--- config.mk ---
export PLATFORM = sky130hd
export DESIGN_NAME = uart_frame_decoder
export DESIGN_NICKNAME = d
export VERILOG_FILES = /design/src/rtl/uart_pkg.sv /design/src/rtl/axis_skid2.sv /design/src/rtl/uart_frame_decoder.sv
export SDC_FILE = /design/constraint.sdc
export NUM_CORES = 1
export LEC_CHECK = 0
export CORE_AREA = 3 3 74 111
export CTS_BUF_LIST = sky130_fd_sc_hd__clkbuf_16
export DETAILED_ROUTE_END_ITERATION = 10
export DIE_AREA = 0 0 77 114
export PLACE_DENSITY = 0.84
export RECOVER_POWER = 50
export SYNTH_ARGS = -nofsm -noshare
export SYNTH_HDL_FRONTEND = slang
export SYNTH_SLANG_ARGS = --single-unit
--- constraint.sdc ---
create_clock -name i_clk -period 7.9 [get_ports i_clk]
set_clock_uncertainty 0.2 [all_clocks]
set_input_delay 1.185 -clock i_clk [delete_from_list [all_inputs] [get_ports i_clk]]
set_output_delay 1.185 -clock i_clk [all_outputs]
set_load 0.01 [all_outputs]
--- src/rtl/uart_pkg.sv ---
// ============================================================================
// Module   : uart_pkg
// Brief    : Shared types and error codes for the UART frame decoder.
// Revision : 1.0
// ============================================================================
`default_nettype none

package uart_pkg;
  typedef enum logic [2:0] {
    IDLE  = 3'd0,
    LEN   = 3'd1,
    DATA  = 3'd2,
    CHK   = 3'd3,
    ABORT = 3'd4
  } t_frm_state;

  localparam logic [1:0] ERR_LEN = 2'd1;
  localparam logic [1:0] ERR_CHK = 2'd2;
  localparam logic [1:0] ERR_TMO = 2'd3;
endpackage

`default_nettype wire

--- src/rtl/axis_skid2.sv ---
// ============================================================================
// Module   : axis_skid2
// Brief    : 2-entry AXIS buffer, {tuser,tlast,tdata} payload, free count out.
// Revision : 1.0
// ============================================================================
`default_nettype none

module axis_skid2 (
  input  logic       i_clk,
  input  logic       i_rst,
  input  logic       i_push,
  input  logic [9:0] i_push_data,
  input  logic       i_pop_ready,
  output logic       o_valid,
  output logic [9:0] o_data,
  output logic [1:0] o_free,
  output logic [1:0] o_free_next
);
  logic [1:0] r_cnt;
  logic [9:0] r_d0;
  logic [9:0] r_d1;
  logic       w_pop;
  logic       w_push;
  logic [1:0] w_cnt_pop;
  logic [1:0] w_cnt_next;

  always_comb begin
    w_pop       = (r_cnt != 2'd0) && i_pop_ready;
    w_cnt_pop   = r_cnt - {1'b0, w_pop};
    w_push      = i_push && (w_cnt_pop != 2'd2);
    w_cnt_next  = w_cnt_pop + {1'b0, w_push};
    o_free      = 2'd2 - r_cnt;
    o_free_next = 2'd2 - w_cnt_next;
    o_valid     = (r_cnt != 2'd0);
    o_data      = r_d0;
  end

  // Head entry only changes on a pop or a push into an empty buffer, so the
  // presented beat stays stable while stalled.
  always_ff @(posedge i_clk) begin
    if (i_rst) begin
      r_cnt <= 2'd0;
      r_d0  <= 10'd0;
      r_d1  <= 10'd0;
    end else begin
      r_cnt <= w_cnt_next;
      if (w_pop) r_d0 <= r_d1;
      if (w_push) begin
        if (w_cnt_pop == 2'd0) r_d0 <= i_push_data;
        else                   r_d1 <= i_push_data;
      end
    end
  end
endmodule

`default_nettype wire

--- src/rtl/uart_frame_decoder.sv ---
// ============================================================================
// Module   : uart_frame_decoder
// Brief    : Extracts SOF/LEN/payload/CHK frames from a byte stream to AXIS.
// Revision : 1.0
// ============================================================================
`default_nettype none

module uart_frame_decoder
  import uart_pkg::*;
#(
  parameter logic [7:0]  SOF_BYTE     = 8'hA5,
  parameter int unsigned MAX_LEN      = 64,
  parameter int unsigned TIMEOUT_CLKS = 100000
) (
  input  logic        i_clk,
  input  logic        i_rst,
  input  logic        i_s_axis_tvalid,
  input  logic [7:0]  i_s_axis_tdata,
  output logic        o_s_axis_tready,
  input  logic        i_m_axis_tready,
  output logic        o_m_axis_tvalid,
  output logic [7:0]  o_m_axis_tdata,
  output logic        o_m_axis_tlast,
  output logic        o_m_axis_tuser,
  output logic        o_frm_ok,
  output logic        o_frm_err,
  output logic [1:0]  o_err_code,
  output logic [15:0] o_drop_cnt
);
  localparam int unsigned TW = $clog2(TIMEOUT_CLKS + 1);
  localparam logic [7:0]    c_max_len  = 8'(MAX_LEN);
  localparam logic [TW-1:0] c_tmo_last = TW'(TIMEOUT_CLKS - 1);

  t_frm_state  r_state;
  logic [7:0]  r_rem;
  logic [7:0]  r_chk;
  logic [7:0]  r_hold;
  logic        r_hold_full;
  logic [TW-1:0] r_tmo;
  logic [15:0] r_drop_cnt;
  logic        r_frm_ok;
  logic        r_frm_err;
  logic [1:0]  r_err_code;
  logic        r_s_tready;

  logic        w_push;
  logic [9:0]  w_push_data;
  logic        w_skid_valid;
  logic [9:0]  w_skid_data;
  logic [1:0]  w_free;
  logic [1:0]  w_free_next;
  logic        w_abort_done;
  logic        w_hunt;

  always_comb begin
    w_push       = 1'b0;
    w_push_data  = 10'd0;
    w_abort_done = (r_state == ABORT) && (!r_hold_full || (w_free != 2'd0));
    w_hunt       = (r_state == IDLE) || w_abort_done;
    case (r_state)
      DATA: if (i_s_axis_tvalid && r_hold_full) begin
        w_push      = 1'b1;
        w_push_data = {2'b00, r_hold};
      end
      CHK: if (i_s_axis_tvalid) begin
        w_push      = 1'b1;
        w_push_data = {(i_s_axis_tdata != r_chk), 1'b1, r_hold};
      end
      ABORT: if (r_hold_full && (w_free != 2'd0)) begin
        w_push      = 1'b1;
        w_push_data = {2'b11, r_hold};
      end
      default: ;
    endcase
  end

  always_ff @(posedge i_clk) begin
    if (i_rst) begin
      r_state     <= IDLE;
      r_rem       <= 8'd0;
      r_chk       <= 8'd0;
      r_hold      <= 8'd0;
      r_hold_full <= 1'b0;
      r_tmo       <= '0;
      r_drop_cnt  <= 16'd0;
      r_frm_ok    <= 1'b0;
      r_frm_err   <= 1'b0;
      r_err_code  <= 2'd0;
      r_s_tready  <= 1'b1;
    end else begin
      r_frm_ok   <= 1'b0;
      r_frm_err  <= 1'b0;
      r_s_tready <= (w_free_next == 2'd2);

      if (r_state == LEN || r_state == DATA || r_state == CHK) begin
        if (i_s_axis_tvalid)            r_tmo <= '0;
        else if (r_tmo == c_tmo_last)   r_state <= ABORT;
        else                            r_tmo <= r_tmo + 1'b1;
      end else begin
        r_tmo <= '0;
      end

      case (r_state)
        LEN: if (i_s_axis_tvalid) begin
          if (i_s_axis_tdata == 8'd0 || i_s_axis_tdata > c_max_len) begin
            r_frm_err  <= 1'b1;
            r_err_code <= ERR_LEN;
            r_state    <= IDLE;
          end else begin
            r_rem   <= i_s_axis_tdata;
            r_chk   <= i_s_axis_tdata;
            r_state <= DATA;
          end
        end
        DATA: if (i_s_axis_tvalid) begin
          r_chk       <= r_chk ^ i_s_axis_tdata;
          r_hold      <= i_s_axis_tdata;
          r_hold_full <= 1'b1;
          r_rem       <= r_rem - 8'd1;
          if (r_rem == 8'd1) r_state <= CHK;
        end
        CHK: if (i_s_axis_tvalid) begin
          r_hold_full <= 1'b0;
          r_state     <= IDLE;
          if (i_s_axis_tdata == r_chk) begin
            r_frm_ok <= 1'b1;
          end else begin
            r_frm_err  <= 1'b1;
            r_err_code <= ERR_CHK;
          end
        end
        ABORT: if (w_abort_done) begin
          r_hold_full <= 1'b0;
          r_frm_err   <= 1'b1;
          r_err_code  <= ERR_TMO;
          r_state     <= IDLE;
        end
        default: ;
      endcase

      // Hunting for SOF; a completing ABORT also consumes its input beat here.
      if (w_hunt && i_s_axis_tvalid) begin
        if (i_s_axis_tdata == SOF_BYTE) r_state <= LEN;
        else if (r_drop_cnt != 16'hFFFF) r_drop_cnt <= r_drop_cnt + 16'd1;
      end
    end
  end

  axis_skid2 u_skid (
    .i_clk       (i_clk),
    .i_rst       (i_rst),
    .i_push      (w_push),
    .i_push_data (w_push_data),
    .i_pop_ready (i_m_axis_tready),
    .o_valid     (w_skid_valid),
    .o_data      (w_skid_data),
    .o_free      (w_free),
    .o_free_next (w_free_next)
  );

  assign o_s_axis_tready = r_s_tready;
  assign o_m_axis_tvalid = w_skid_valid;
  assign o_m_axis_tdata  = w_skid_data[7:0];
  assign o_m_axis_tlast  = w_skid_data[8];
  assign o_m_axis_tuser  = w_skid_data[9];
  assign o_frm_ok        = r_frm_ok;
  assign o_frm_err       = r_frm_err;
  assign o_err_code      = r_err_code;
  assign o_drop_cnt      = r_drop_cnt;
endmodule

`default_nettype wire

=== Yosys cells after proc, flatten, opt, wreduce, memory -nomap -nowiden ===
Index checks and enable logic that the tools add are counted.

* Logic and storage cells: 121
* Register bits: 88
* Input bits: 12
* Output and inout bits: 32

* Add/sub/neg operators: 7
* Reductions and logical operators: 28
* Eq/ne operators: 19
* Bitwise logic cells: 6
* Multiplexer cells: 46
* $lt $le $gt $ge: 1

{| class="wikitable"
|+ Operators by type and width
! kind !! count
|-
| 10-bit two-way mux || 5
|-
| 8-bit two-way mux || 5
|-
| 8-bit one-hot mux with 2 select lines || 2
|-
| 3-bit two-way mux || 10
|-
| 10-bit one-hot mux with 3 select lines || 1
|-
| 17-bit by 1-bit adder with 17-bit output (second input constant) || 1
|-
| 17-bit == test (second input constant) || 1
|-
| 16-bit by 1-bit adder with 16-bit output (second input constant) || 1
|-
| 16-bit inequality test (second input constant) || 1
|-
| 2-bit inequality test (second input constant) || 7
|-
| 1-bit two-way mux || 12
|-
| 2-bit two-way mux || 6
|-
| 3-bit one-hot mux with 4 select lines || 1
|-
| 1-bit one-hot mux with 3 select lines || 3
|-
| 8-bit by 1-bit == test with 1-bit output (second input constant) || 1
|-
| 8-bit == test || 1
|-
| 8-bit == test (second input constant) || 1
|-
| 8-bit by 7-bit > comparator with 1-bit output (second input constant) || 1
|-
| 8-bit zero test || 1
|-
| 8-bit inequality test || 1
|-
| 4-bit AND reduction || 2
|-
| 8-bit by 1-bit subtractor with 8-bit output (second input constant) || 1
|-
| 8-bit XOR || 1
|-
| 3-bit by 2-bit == test with 1-bit output (second input constant) || 2
|-
| 20 further kinds || 39
|}

=== Longest topological paths before layout ===
* Depth in word-level cells: 9
* Mapped depth: 12
* Mapped depth without buffers: 9

=== Hierarchy ===
Synthesis repeated with hierarchy kept, for this count alone.

* Cell total of the unflattened synthesis: 520
* Area total of the unflattened synthesis: 4,528.1 um^2

{| class="wikitable"
|+ By module, submodules not included
! module !! sequential area each (um^2) !! area an instance (um^2) !! cells each !! times used
|-
| uart_frame_decoder || 1,321.3 || 3,459.6 || 415 || 1
|-
| axis_skid2 || 440.4 || 1,068.5 || 105 || 1
|}

=== Worst setup path after synthesis ===
Ideal clock, no wire load.

* Path kind: in2reg
* From: in i_m_axis_tready
* To: reg u_skid.r_d0[0] (netlist: u_skid.o_data[0])
* Arrival: 3,133 ps
* Path slack: 4,481 ps
* Stages: 10
* Setup time: 86 ps
* Buffers on the path: 3
* Cell sequence: nand2_1 clkbuf_1 inv_1 ha_1 inv_1 or2_2 a21o_1 buf_2 buf_4 a211oi_1

* Word-level cells in the longest chain between the ends: 5
* Elaborated cells on any way between the ends: 8

{| class="wikitable"
|+ RTL lines
! what !! line !! source
|-
| start: declaration || uart_frame_decoder.sv:20 || <nowiki>input logic i_m_axis_tready,</nowiki>
|-
| 1-bit logical AND (*) || axis_skid2.sv:28 || <nowiki>w_pop = (r_cnt != 2'd0) && i_pop_ready;</nowiki>
|-
| 2-bit by 1-bit subtractor with 2-bit output || axis_skid2.sv:29 || <nowiki>w_cnt_pop = r_cnt - {1'b0, w_pop};</nowiki>
|-
| 2-bit zero test or 2-bit inequality test (tied branches) || axis_skid2.sv:49, axis_skid2.sv:30 ||
|-
| 10-bit two-way mux or 1-bit logical AND (tied branches) || axis_skid2.sv:49, axis_skid2.sv:30 ||
|-
| 10-bit two-way mux (*) || axis_skid2.sv:48 || <nowiki>if (w_push) begin</nowiki>
|-
| end signal: assignment || axis_skid2.sv:47 || <nowiki>if (w_pop) r_d0 <= r_d1;</nowiki>
|-
| end signal: assignment || axis_skid2.sv:49 || <nowiki>if (w_cnt_pop == 2'd0) r_d0 <= i_push_data;</nowiki>
|-
| end: declaration || axis_skid2.sv:20 || <nowiki>logic [9:0] r_d0;</nowiki>
|}

Every way passes the cells marked *; elsewhere a longest branch is shown, timed or not.
A chain may end at the register's enable or synchronous reset.

=== Worst setup path after layout ===
* From: in i_s_axis_tvalid
* To: reg r_rem[7]

* Word-level cells in the longest chain between the ends: 2
* Elaborated cells on any way between the ends: 3

{| class="wikitable"
|+ RTL lines
! what !! line !! source
|-
| start: declaration || uart_frame_decoder.sv:17 || <nowiki>input logic i_s_axis_tvalid,</nowiki>
|-
| 2-bit inequality test (no line) || n/a ||
|-
| 4-bit AND reduction (no line) (*) || n/a ||
|-
| end signal: assignment || uart_frame_decoder.sv:110 || <nowiki>r_rem <= i_s_axis_tdata;</nowiki>
|-
| end signal: assignment || uart_frame_decoder.sv:119 || <nowiki>r_rem <= r_rem - 8'd1;</nowiki>
|-
| end: declaration || uart_frame_decoder.sv:35 || <nowiki>logic [7:0] r_rem;</nowiki>
|}

Marked as above.

==> metrics.txt <==
dpl hpwl=6820 µm; Ys Warns=0; CTS resizes=0; CTS H-tree lvls=3; count leader, synth=dfxtp_1; CTS Sinks=88; total die area=~8800 µm²; Final Critical Period=3.74 ns; row count=38; synth top area cells=dfxtp_1, a21oi_1, nand2_1; CP max-delay cell=dlygate4sd3_1; HP Class=flip-flop to flip-flop; Die Wd=77 µm; Placed Area=4930 µm²; initial antenna violation count=0; CTS tree=done; Post-Synthesis Cells=between 500 and 600; Critical Path End Type=flip-flop; first-pass GRT wire length=~17000 µm; Critical Path Fanout Max=19; clock transition at the registers of the reported paths=0.06 ns; synthesized cell area=4530 µm²; Critical Path Start Type=input port; DR pass1 iterations=4; final worst slack=4.16 ns; crit-path max cell delay=0.74 ns; Yosys top cell area share=38.9%; sequential cell area fraction in the yosys report=around 39%; Worst-Skew Late Latency=0.34 ns; Post-DRT Antenna Nets=0; largest net degree at the start of global routing=66; CTS buffer count=9; required time of the critical path=about 8.0 ns; Yosys cell types=69; DRT iter0 DRCs=273; boundary pin count=44; syn avg cell area=8.55 µm²; ys async rst share=0%; Post-CTS Hold Buffers=0; Leakage Power=1.94 nW; Slew HR=just under 30%; FF+latch count, synth=88; worst slack on hold paths=0.276 ns; Routed WL=a little under 10000 µm; fin crit share=47.4%; proportion of layout cells with a drive suffix above 1=7.54%; DRC viols=0; area growth from synthesis to layout=15.0%; fin nets=around 570; VDD IR-drop max=0.000162 V; RSZ-0062 raised after global routing=false; GRT Total Usage=23.6%; Primary FF master, synth=dfxtp_1; die height=114 µm; PwrDens=178 nW/µm²; Final Max Tran Viols=0; Synth area leader=dfxtp_1; vias in the first global route=between 3000 and 4000; Placer Congestion=0.878; worst slack at placement=4.01 ns; setup TNS=0 ns; final std cells w/o fill=658; placed instance count=641; Net Count, Synth=546; Initial Utilization=slightly above 60%; Design Area, Final=5210 µm²; Least-Margin Pin Slew=1.05 ns; core box area=between 7000 and 8000 µm²; Post-synth EDFFs=0; max cap viols=0; grt total ovfl=0; PortBufs=43; via count=3951; Design Power=roughly 0.93 mW; Commonest cells post-synth=dfxtp_1, nand2_1, nor2_1; CP Data Arrival Time=3.81 ns; Largest delay share family, worst path=buffers and inverters; Clk Tree Root Cell=clkbuf_16; DR WL/cell=15.1 µm; CTS Buffer Depth=2; Final setup viols=0; fmax=0.267 GHz; crit-path cells=dlygate4sd3_1 -> nor2b_1 -> clkbuf_1 -> nand2_1 -> or4b_1 -> a21oi_1; Via-to-Cell Ratio=6.00; crit path buf inv count=2; crit path kind=input port to flip-flop; final hold violation count=0; setup repair bufs after CTS=0; outcome=finished, final reports clean; fin util=71.6%
[final cells by class]
cell class | instances | area, µm²
clock buffers | 9 | 225
inverters | 21 | 78.8
flip-flops and latches | 88 | 1760
diodes | 1 | 2.50
multi-input cells | 387 | 2520
well taps | 100 | 125
clock inverters | 7 | 55.1
fillers | 591 | 2070
repair buffers | 45 | 437
[power by group]
part           total, mW  switching (mW)  internal, mW
Combinational     0.0708          0.0419        0.0289
Sequential         0.452         0.00372         0.448
Clock              0.404           0.165         0.239
[registers in the layout (all words and copies together), names as in the netlist, 2 cells and up]
register	cells
r_hold	8
u_skid.r_cnt	2
r_tmo	17
o_err_code	2
u_skid.r_d1	10
r_state	3
o_drop_cnt	16
r_chk	8
r_rem	8
u_skid.o_data	10
[worst min-delay path: stages (launching register included)]
cell	delay (ns)
dfxtp_1	0.32
nand2_1	0.06
a21oi_1	0.05
[routing by layer]
layer | part of all wire [%] | track usage, %
met1 | 42 | 25.8
met2 | 52 | 43.7
met3 | 3.8 | 4.82
met4 | 2.1 | 10.9
met5 | 0 | 0
[cells by family after synthesis]
group	share of synthesized area, %
buf+inv	5.25
xor+xnor	4.84
simple gates	25.5
compound gates	20.9
mux	3.18
flops	38.9
fa+ha+maj	1.38
[path summary, 6_finish.rpt]
path | slack [ns] | depth (start not counted) | end | start
hold / removal | 0.28 | 2 | r_hold[5]$_SDFFE_PP0P_ | r_hold[5]$_SDFFE_PP0P_
hold reg to reg | 0.28 | 2 | r_hold[5]$_SDFFE_PP0P_ | r_hold[5]$_SDFFE_PP0P_
setup reg to reg | 4.90 | 9 | u_skid.o_data[9]$_SDFF_PP0_ | u_skid.r_cnt[1]$_SDFF_PP0_
setup / recovery | 4.16 | 6 | r_rem[7]$_SDFFE_PP0P_ | i_s_axis_tvalid
[cells in the final DEF (no fill, tap or decap), drive strengths merged, types with 14 or more instances in the layout]
master / n
a211oi: 17
nor2: 51
nand4: 15
dlygate4sd3: 33
a21oi: 50
o21ai: 18
inv: 23
xor2: 16
dfxtp: 88
nand2: 51
nor3: 14
Power figures use the tool's default switching activity.
